==> src/rtl/ipm_distributed_sfifo_v1_3_ip_fifo_if.sv <==
// Handshake/status bundle for the distributed-RAM synchronous FIFO.
// master = producer/consumer side, slave = FIFO side.
interface ipm_distributed_sfifo_v1_3_ip_fifo_if #(
    parameter int unsigned ADDR_WIDTH = 4,
    parameter int unsigned DATA_WIDTH = 16
);
    logic                  wr_en;
    logic [DATA_WIDTH-1:0] wr_data;
    logic                  rd_en;
    logic [DATA_WIDTH-1:0] rd_data;
    logic                  full;
    logic                  empty;
    logic                  almost_full;
    logic                  almost_empty;
    logic [ADDR_WIDTH:0]   level;
    logic                  overflow;
    logic                  underflow;

    modport master (
        output wr_en, wr_data, rd_en,
        input  rd_data, full, empty, almost_full, almost_empty, level, overflow, underflow
    );

    modport slave (
        input  wr_en, wr_data, rd_en,
        output rd_data, full, empty, almost_full, almost_empty, level, overflow, underflow
    );
endinterface

==> src/rtl/ipm_distributed_sfifo_v1_3_ip_fifo.sv <==
// Single-clock FIFO on distributed RAM with level, almost flags and optional output register.
// Define IPM_DSFIFO_ERR_FLAG_EN to build the sticky overflow/underflow flags.
module ipm_distributed_sfifo_v1_3_ip_fifo #(
    parameter int unsigned ADDR_WIDTH       = 4,
    parameter int unsigned DATA_WIDTH       = 16,
    parameter int unsigned OUT_REG          = 0,
    parameter int unsigned ALMOST_FULL_NUM  = 2**ADDR_WIDTH - 2,
    parameter int unsigned ALMOST_EMPTY_NUM = 2
) (
    input  logic clk,
    input  logic rst,
    ipm_distributed_sfifo_v1_3_ip_fifo_if.slave bus
);
    localparam int unsigned Depth = 2**ADDR_WIDTH;
    localparam logic [ADDR_WIDTH:0] FullLvl = Depth[ADDR_WIDTH:0];
    localparam logic [ADDR_WIDTH:0] AfLvl   = ALMOST_FULL_NUM[ADDR_WIDTH:0];
    localparam logic [ADDR_WIDTH:0] AeLvl   = ALMOST_EMPTY_NUM[ADDR_WIDTH:0];

    logic [DATA_WIDTH-1:0] mem_q [Depth];
    logic [ADDR_WIDTH-1:0] wr_ptr_q, wr_ptr_d;
    logic [ADDR_WIDTH-1:0] rd_ptr_q, rd_ptr_d;
    logic [ADDR_WIDTH:0]   level_q, level_d;
    logic full_q, empty_q, afull_q, aempty_q;
    logic wr_accept, rd_accept;

    // Acceptance uses registered flags only, so a full/empty FIFO never passes through.
    assign wr_accept = bus.wr_en && !full_q;
    assign rd_accept = bus.rd_en && !empty_q;

    always_comb begin
        wr_ptr_d = wr_ptr_q;
        rd_ptr_d = rd_ptr_q;
        level_d  = level_q;
        if (wr_accept) wr_ptr_d = wr_ptr_q + ADDR_WIDTH'(1);
        if (rd_accept) rd_ptr_d = rd_ptr_q + ADDR_WIDTH'(1);
        if (wr_accept && !rd_accept) level_d = level_q + (ADDR_WIDTH+1)'(1);
        if (rd_accept && !wr_accept) level_d = level_q - (ADDR_WIDTH+1)'(1);
    end

    always_ff @(posedge clk or posedge rst) begin
        if (rst) begin
            wr_ptr_q <= '0;
            rd_ptr_q <= '0;
            level_q  <= '0;
            full_q   <= 1'b0;
            empty_q  <= 1'b1;
            afull_q  <= 1'b0;
            aempty_q <= 1'b1;
        end else begin
            wr_ptr_q <= wr_ptr_d;
            rd_ptr_q <= rd_ptr_d;
            level_q  <= level_d;
            full_q   <= (level_d == FullLvl);
            empty_q  <= (level_d == '0);
            afull_q  <= (level_d >= AfLvl);
            aempty_q <= (level_d <= AeLvl);
        end
    end

    // Storage has no reset so it maps onto LUT RAM.
    always_ff @(posedge clk) begin
        if (wr_accept) mem_q[wr_ptr_q] <= bus.wr_data;
    end

    generate
        if (OUT_REG != 0) begin : g_out_reg
            logic [DATA_WIDTH-1:0] rd_data_q;
            always_ff @(posedge clk or posedge rst) begin
                if (rst)            rd_data_q <= '0;
                else if (rd_accept) rd_data_q <= mem_q[rd_ptr_q];
            end
            assign bus.rd_data = rd_data_q;
        end else begin : g_show_ahead
            assign bus.rd_data = mem_q[rd_ptr_q];
        end
    endgenerate

`ifdef IPM_DSFIFO_ERR_FLAG_EN
    logic overflow_q, underflow_q;
    always_ff @(posedge clk or posedge rst) begin
        if (rst) begin
            overflow_q  <= 1'b0;
            underflow_q <= 1'b0;
        end else begin
            if (bus.wr_en && full_q)  overflow_q  <= 1'b1;
            if (bus.rd_en && empty_q) underflow_q <= 1'b1;
        end
    end
    assign bus.overflow  = overflow_q;
    assign bus.underflow = underflow_q;
`else
    assign bus.overflow  = 1'b0;
    assign bus.underflow = 1'b0;
`endif

    assign bus.full         = full_q;
    assign bus.empty        = empty_q;
    assign bus.almost_full  = afull_q;
    assign bus.almost_empty = aempty_q;
    assign bus.level        = level_q;
endmodule

==> src/flat_wrapper.sv <==
// flat-port wrapper written by rule: the top's interface ports become plain ports
module ipm_distributed_sfifo_v1_3_ip_fifo_flat 
#(
    parameter int unsigned ADDR_WIDTH       = 4,
    parameter int unsigned DATA_WIDTH       = 16,
    parameter int unsigned OUT_REG          = 0,
    parameter int unsigned ALMOST_FULL_NUM  = 2**ADDR_WIDTH - 2,
    parameter int unsigned ALMOST_EMPTY_NUM = 2
)
  (clk, rst, bus_wr_en, bus_wr_data, bus_rd_en, bus_rd_data, bus_full, bus_empty, bus_almost_full, bus_almost_empty, bus_level, bus_overflow, bus_underflow);
  ipm_distributed_sfifo_v1_3_ip_fifo_if #(.ADDR_WIDTH(ADDR_WIDTH), .DATA_WIDTH(DATA_WIDTH)) bus_i ();
  input  logic clk;
  input  logic rst;
  input wire logic [$bits(bus_i.wr_en)-1:0] bus_wr_en;
  input wire logic [$bits(bus_i.wr_data)-1:0] bus_wr_data;
  input wire logic [$bits(bus_i.rd_en)-1:0] bus_rd_en;
  output wire logic [$bits(bus_i.rd_data)-1:0] bus_rd_data;
  output wire logic [$bits(bus_i.full)-1:0] bus_full;
  output wire logic [$bits(bus_i.empty)-1:0] bus_empty;
  output wire logic [$bits(bus_i.almost_full)-1:0] bus_almost_full;
  output wire logic [$bits(bus_i.almost_empty)-1:0] bus_almost_empty;
  output wire logic [$bits(bus_i.level)-1:0] bus_level;
  output wire logic [$bits(bus_i.overflow)-1:0] bus_overflow;
  output wire logic [$bits(bus_i.underflow)-1:0] bus_underflow;
  assign bus_i.wr_en = bus_wr_en;
  assign bus_i.wr_data = bus_wr_data;
  assign bus_i.rd_en = bus_rd_en;
  assign bus_rd_data = bus_i.rd_data;
  assign bus_full = bus_i.full;
  assign bus_empty = bus_i.empty;
  assign bus_almost_full = bus_i.almost_full;
  assign bus_almost_empty = bus_i.almost_empty;
  assign bus_level = bus_i.level;
  assign bus_overflow = bus_i.overflow;
  assign bus_underflow = bus_i.underflow;
  ipm_distributed_sfifo_v1_3_ip_fifo #(.ADDR_WIDTH(ADDR_WIDTH), .DATA_WIDTH(DATA_WIDTH), .OUT_REG(OUT_REG), .ALMOST_FULL_NUM(ALMOST_FULL_NUM), .ALMOST_EMPTY_NUM(ALMOST_EMPTY_NUM)) u_core (.clk(clk), .rst(rst), .bus(bus_i));
endmodule
==> config.mk <==
export PLATFORM = sky130hd
export DESIGN_NAME = ipm_distributed_sfifo_v1_3_ip_fifo_flat
export DESIGN_NICKNAME = d
export VERILOG_FILES = /design/src/rtl/ipm_distributed_sfifo_v1_3_ip_fifo_if.sv /design/src/rtl/ipm_distributed_sfifo_v1_3_ip_fifo.sv /design/src/flat_wrapper.sv
export SDC_FILE = /design/constraint.sdc
export NUM_CORES = 1
export LEC_CHECK = 0
export ABC_CLOCK_PERIOD_IN_PS = 2500
export CAP_MARGIN = 10
export CORE_UTILIZATION = 50
export CTS_BUF_LIST = sky130_fd_sc_hd__clkbuf_8
export DETAILED_ROUTE_END_ITERATION = 12
export HOLD_SLACK_MARGIN = 0.05
export PLACE_DENSITY_LB_ADDON = 0.25
export SYNTH_ARGS = -nofsm -noshare
export SYNTH_HDL_FRONTEND = slang
export SYNTH_SLANG_ARGS = --single-unit
==> constraint.sdc <==
create_clock -name clk -period 2.5 [get_ports clk]
set_input_delay 0.375 -clock clk [delete_from_list [all_inputs] [get_ports clk]]
set_output_delay 0.375 -clock clk [all_outputs]
set_load 0.05 [all_outputs]
* After elaboration in Yosys (flattened, before gate mapping)
Memory sizes are Yosys's and may differ from the RTL's.
Cells that the tools add are included.
W data, S select, Z words.
** Operators by class
- Equal/unequal tests :: 1
- Magnitude comparators :: 2
- Bitwise operators :: 0
- Add/subtract/negate cells :: 4
- Reduce and logical (&&, ||, !) cells :: 9
- Shift operators :: 0
- Div/mod/pow operators :: 0
- Mux-type cells :: 4
- Multipliers :: 0
** Operators with widths (number)
- $mux W5 :: 2
- $add A4 B1 Y4 const B :: 2
- $add A5 B1 Y5 const B :: 1
- $eq A5 B5 Y1 const B :: 1
- $ge A5 B4 Y1 const B :: 1
- $le A5 B2 Y1 const B :: 1
- $logic_not A5 Y1 :: 1
- $sub A5 B1 Y5 const B :: 1
- $logic_and A1 B1 Y1 :: 4
- $logic_not A1 Y1 :: 4
- $mux W1 :: 2
** Word-level totals
- Bits in read-only memories :: 0
- Bits of input ports :: 20
- Register bits :: 17
- Bits in latches :: 0
- Memory bits (writable) :: 256
- Output and inout port bits :: 27
- Memories :: 1
** Memory list
- u_core.mem_q :: words 16, width 16, rd ports 1, clocked after Yosys merged registers in 0, wr ports 1, line ipm_distributed_sfifo_v1_3_ip_fifo.sv:19 : logic [DATA_WIDTH-1:0] mem_q [Depth];

* Logic depth before layout (Yosys ltp)
- Depth after elaboration :: 7
- Depth in mapped cells :: 6
- Gate-level depth less buffers :: 6

* Worst setup path before layout
OpenSTA, ideal clock, no wires.
- Kind :: reg-to-output
- Start point :: reg u_core.rd_ptr_q[0]
- End point :: out bus_rd_data[0]
- Path slack :: 0.241 ns
- Buffers on the path :: 2
- Cell stages (with the launch flop) :: 5
- Required time :: 2.125 ns
- Arrival :: 1.884 ns
- Cell sequence :: dfrtp_1 > buf_6 > buf_4 > mux4_2 > mux4_2
** Between the ends
- Cells in the longest elaborated chain, start to end :: 1
** RTL lines
- start: declaration :: line ipm_distributed_sfifo_v1_3_ip_fifo.sv:21 : logic [ADDR_WIDTH-1:0] rd_ptr_q, rd_ptr_d;
- start signal: assignment :: line ipm_distributed_sfifo_v1_3_ip_fifo.sv:51 : rd_ptr_q <= rd_ptr_d;
- $mem_v2 Z16 W16
- end: declaration :: line flat_wrapper.sv:17 : output wire logic [$bits(bus_i.rd_data)-1:0] bus_rd_data;
Every way passes these cells.

* Worst setup path after layout
- Start point :: reg u_core.rd_ptr_q[0]
- End point :: out bus_rd_data[15]
The elaborated chain is that of the path after synthesis.

==> flow_summary.yaml <==
detailed_routing:
  viasPerCell: 5.80
  wirelength_um: 21400
  via_count: 5034
  wire_per_inst_um: 24.7
  drc: 0
  antenna_left: 0
  drt-initial-drc-count: 435
  drt_pass1_iterations: 6
critical_path:
  cpMostUsedCell: "mux4_2"
  crit_arrival_ns: 2.49
  crit_type: "reg -> out"
  cp_max_fo: 8
  cp.required_ns: 2.12
  slowest_delay_ns: 0.52
  path_cells: "buf_12 > buf_16 > mux4_2 > mux4_2 > buf_6"
  slowest_stage: "mux4_2"
  crit_family: "multiplexers"
  path_buf_inv: 3
  startpoint_type: "register"
  endpoint_kind: "output port"
clock_network:
  clockRootBuffer: "clkbuf_8"
  htree_levels: 2
  cts_tree: "built"
  postCtsHoldBufs: 0
  path_clk_slew_ns: 0.07
  worstSkewPairLatency_ns: 0.53
  tritoncts_num_sinks: 273
  cts-buffers-inserted: 44
  cts_max_path_buffers: 3
global_route:
  grt_util_all_layers_pct: 20.3
  grt_max_degree: 30
  grt_pass1_wl_um: 31700
  antenna_found_initial: 0
  grt_pass1_vias: 5294
  grt_overflow: 0
yosys:
  synthAdderAreaFrac_pct: 0.824
  synth_xor_area_share_pct: 0.895
  synth_top_family_by_area: "multiplexers"
  seq_area_frac_synth_pct: 76.4
  synthCells: 456
  yosysWarnings: 0
  synth.mux.area_fraction_pct: 17.0
  synth_area_leaders: "edfxtp_1 72%, mux4_2 17%, dfrtp_1 3.5%, and2_1 0.94%, ha_1 0.82%"
  yosys.area.top_type: "edfxtp_1"
  syn_area_per_cell_um2: 23.3
  syn_area_mm2: 0.0106
  synth.distinct_cells: 39
  synth_top_area_share_pct: 72.3
  synth-simple-area-share_pct: 2.58
  ys_ff_latch: 273
  synth_compound_area_share_pct: 0.871
power:
  power_leakage_nw: 4.29
  vdd_ir_drop_max_mv: 0.889
  power_mw: 15.6
  powerDensity_mw_per_mm2: 1220
timing:
  grt_setup_unrepaired: "yes"
  slew_headroom_pct: 56.0
  timing.final.ws_setup_ns: -0.369
  slew_violations: 0
  max_freq_ghz: 0.349
  final-setup-viol-count: 16
  hold_viol_final: 0
  totalNegativeSetupSlack_ns: -5.49
  period_share_pct: 115
  tightestPinTransition_ns: 0.659
  final.min_clock_period_ns: 2.87
  fin_skew_ns: 0.0134
cells_and_area:
  fill_cells: 1381
  drive_gt1_share_pct: 34.1
  multi_input_area_mm2: 0.00236
  area_growth_pct: 20.9
  antenna_cells: 0
  nNetsFinal: 594
  register_area_mm2: 0.00812
place:
  port_buffers: 44
  dpl.hpwl_um: 12000
  gp_congestion: 0.783
floorplan:
  dieArea_mm2: 0.0218
  initial_core_util_pct: 51.7
  rows: 52
  die_h_um: 148
  die_w_um: 148
  core_mm2: 0.0206
  boundaryPins: 47
worst_hold_path:
  hold_class: "in -> async"
job:
  drv_cap: 0
status:
  status: "finished, violations left"
  violations: "setup timing"
-- stage by stage --
| step | util [%] | hold WS (ns) | cells | worst slack, ns | area, um2 |
|---|---|---|---|---|---|
| after floorplan | - | 0.300 | 457 | 0.241 | 10600 |
| after global placement | 57.2 | 0.513 | 780 | 0.144 | 11800 |
| after detailed placement | 57.2 | 0.528 | 780 | 0.118 | 11800 |
| after CTS | 62.0 | 0.228 | 863 | -0.408 | 12800 |
| after global routing | 62.5 | 0.272 | 868 | -0.441 | 12800 |
| final | 62.5 | 0.229 | 868 | -0.369 | 12800 |
-- registers in the layout, summed over array words and instances (netlist names) --
register,count
u_core.mem_q,256
u_core.bus.level,5
u_core.rd_ptr_q,4
u_core.wr_ptr_q,4
u_core.bus.almost_empty,1
u_core.bus.almost_full,1
u_core.bus.empty,1
u_core.bus.full,1
-- what timing repair did --
action	CTS	global route
setup buffers	4	2
hold endpoints to repair	0	0
resized for setup	21	0
endpoints found under the setup margin	16	16
cloned	2	3
-- metal layers --
metal / vias up / routed length, um / track usage [%]
li1: 2140 / - / -
met1: 2660 / 8780 / 27.6
met2: 209 / 11000 / 33.0
met3: 25 / 1350 / 4.10
met4: 0 / 308 / 7.01
met5: - / 0 / 0
-- layout make-up --
class / instances / area share [%]
Tap cell: 270 / 2.63
Multi-Input combinational cell: 156 / 18.4
Sequential cell: 273 / 63.2
Timing Repair Buffer: 86 / 9.25
Inverter: 6 / 0.175
Clock buffer: 46 / 4.93
Clock inverter: 31 / 1.42
-- final timing paths --
kind	from	slack, ns	depth (start not counted)	to
setup reg to reg	u_core.bus.full	0.61	6	u_core.mem_q[4][9]
hold / removal	rst	0.23	2	u_core.bus.almost_full
max in group asynchronous	rst	1.77	2	u_core.rd_ptr_q[0]
min in group clk	u_core.wr_ptr_q[3]	0.54	1	u_core.wr_ptr_q[3]
setup / recovery	u_core.rd_ptr_q[0]	-0.37	5	bus_rd_data[15]
hold reg to reg	u_core.wr_ptr_q[3]	0.54	1	u_core.wr_ptr_q[3]
-- placed cells by master, fill, tap and decap left out, types with 2 or more instances in the layout --
cell / netlist / routed
o21ai_0: 2 / 2
mux4_2: 80 / 80
edfxtp_1: 256 / 256
buf_6: 3 / 15
dfrtp_1: 15 / 13
nand2_1: 10 / 10
clkinv_1: 0 / 3
clkbuf_8: 0 / 46
and2_1: 16 / 16
nor2_1: 6 / 6
buf_4: 6 / 13
clkinv_2: 0 / 5
clkinvlp_4: 0 / 2
nor3_1: 2 / 2
bufinv_16: 0 / 2
dfstp_2: 2 / 2
conb_1: 1 / 2
nand4_1: 2 / 2
clkdlybuf4s50_1: 0 / 28
inv_1: 6 / 25
nand3_1: 2 / 2
ha_1: 7 / 7
xnor2_1: 8 / 8
buf_12: 0 / 22
buf_16: 0 / 4
clkbuf_16: 0 / 3
-- cell families after synthesis --
logic type | Yosys count
AOI/OAI and AO/OA | 10
xor gates and xnor gates | 10
adders and majority gates | 7
buffers and inverters | 28
DFF | 273
muxes | 80
other | 1
and+or+nand+nor | 47
-- synthesized netlist by cell type --
library cell  count
a2111oi_0         1
a21boi_0          1
a21oi_1           1
a31o_2            1
and2_1           16
and2b_2           1
and3_1            1
buf_1             3
buf_2             5
buf_4             6
buf_6             3
clkbuf_1          5
conb_1            1
dfrtp_1          15
dfstp_2           2
edfxtp_1        256
ha_1              7
inv_1             6
mux4_2           80
nand2_1          10
nand2b_1          1
nand2b_4          1
nand3_1           2
nand4_1           2
nor2_1            6
nor2b_1           1
nor3_1            2
nor3b_1           1
nor4_1            1
nor4b_2           1
o21ai_0           2
o22ai_1           1
o32a_1            1
o32ai_1           1
o32ai_4           1
or3_4             1
xnor2_1           8
xor2_1            1
xor2_2            1
-- power by group --
part | internal, mW | switching [mW] | total [mW] | leakage (nW)
registers | 5.57 | 0.271 | 5.84 | 2.51
logic | 2.97 | 3.26 | 6.23 | 1.29
clock network | 1.90 | 1.63 | 3.53 | 0.485
total | 10.5 | 5.16 | 15.6 | 4.29
Power figures use the tool's default switching activity.
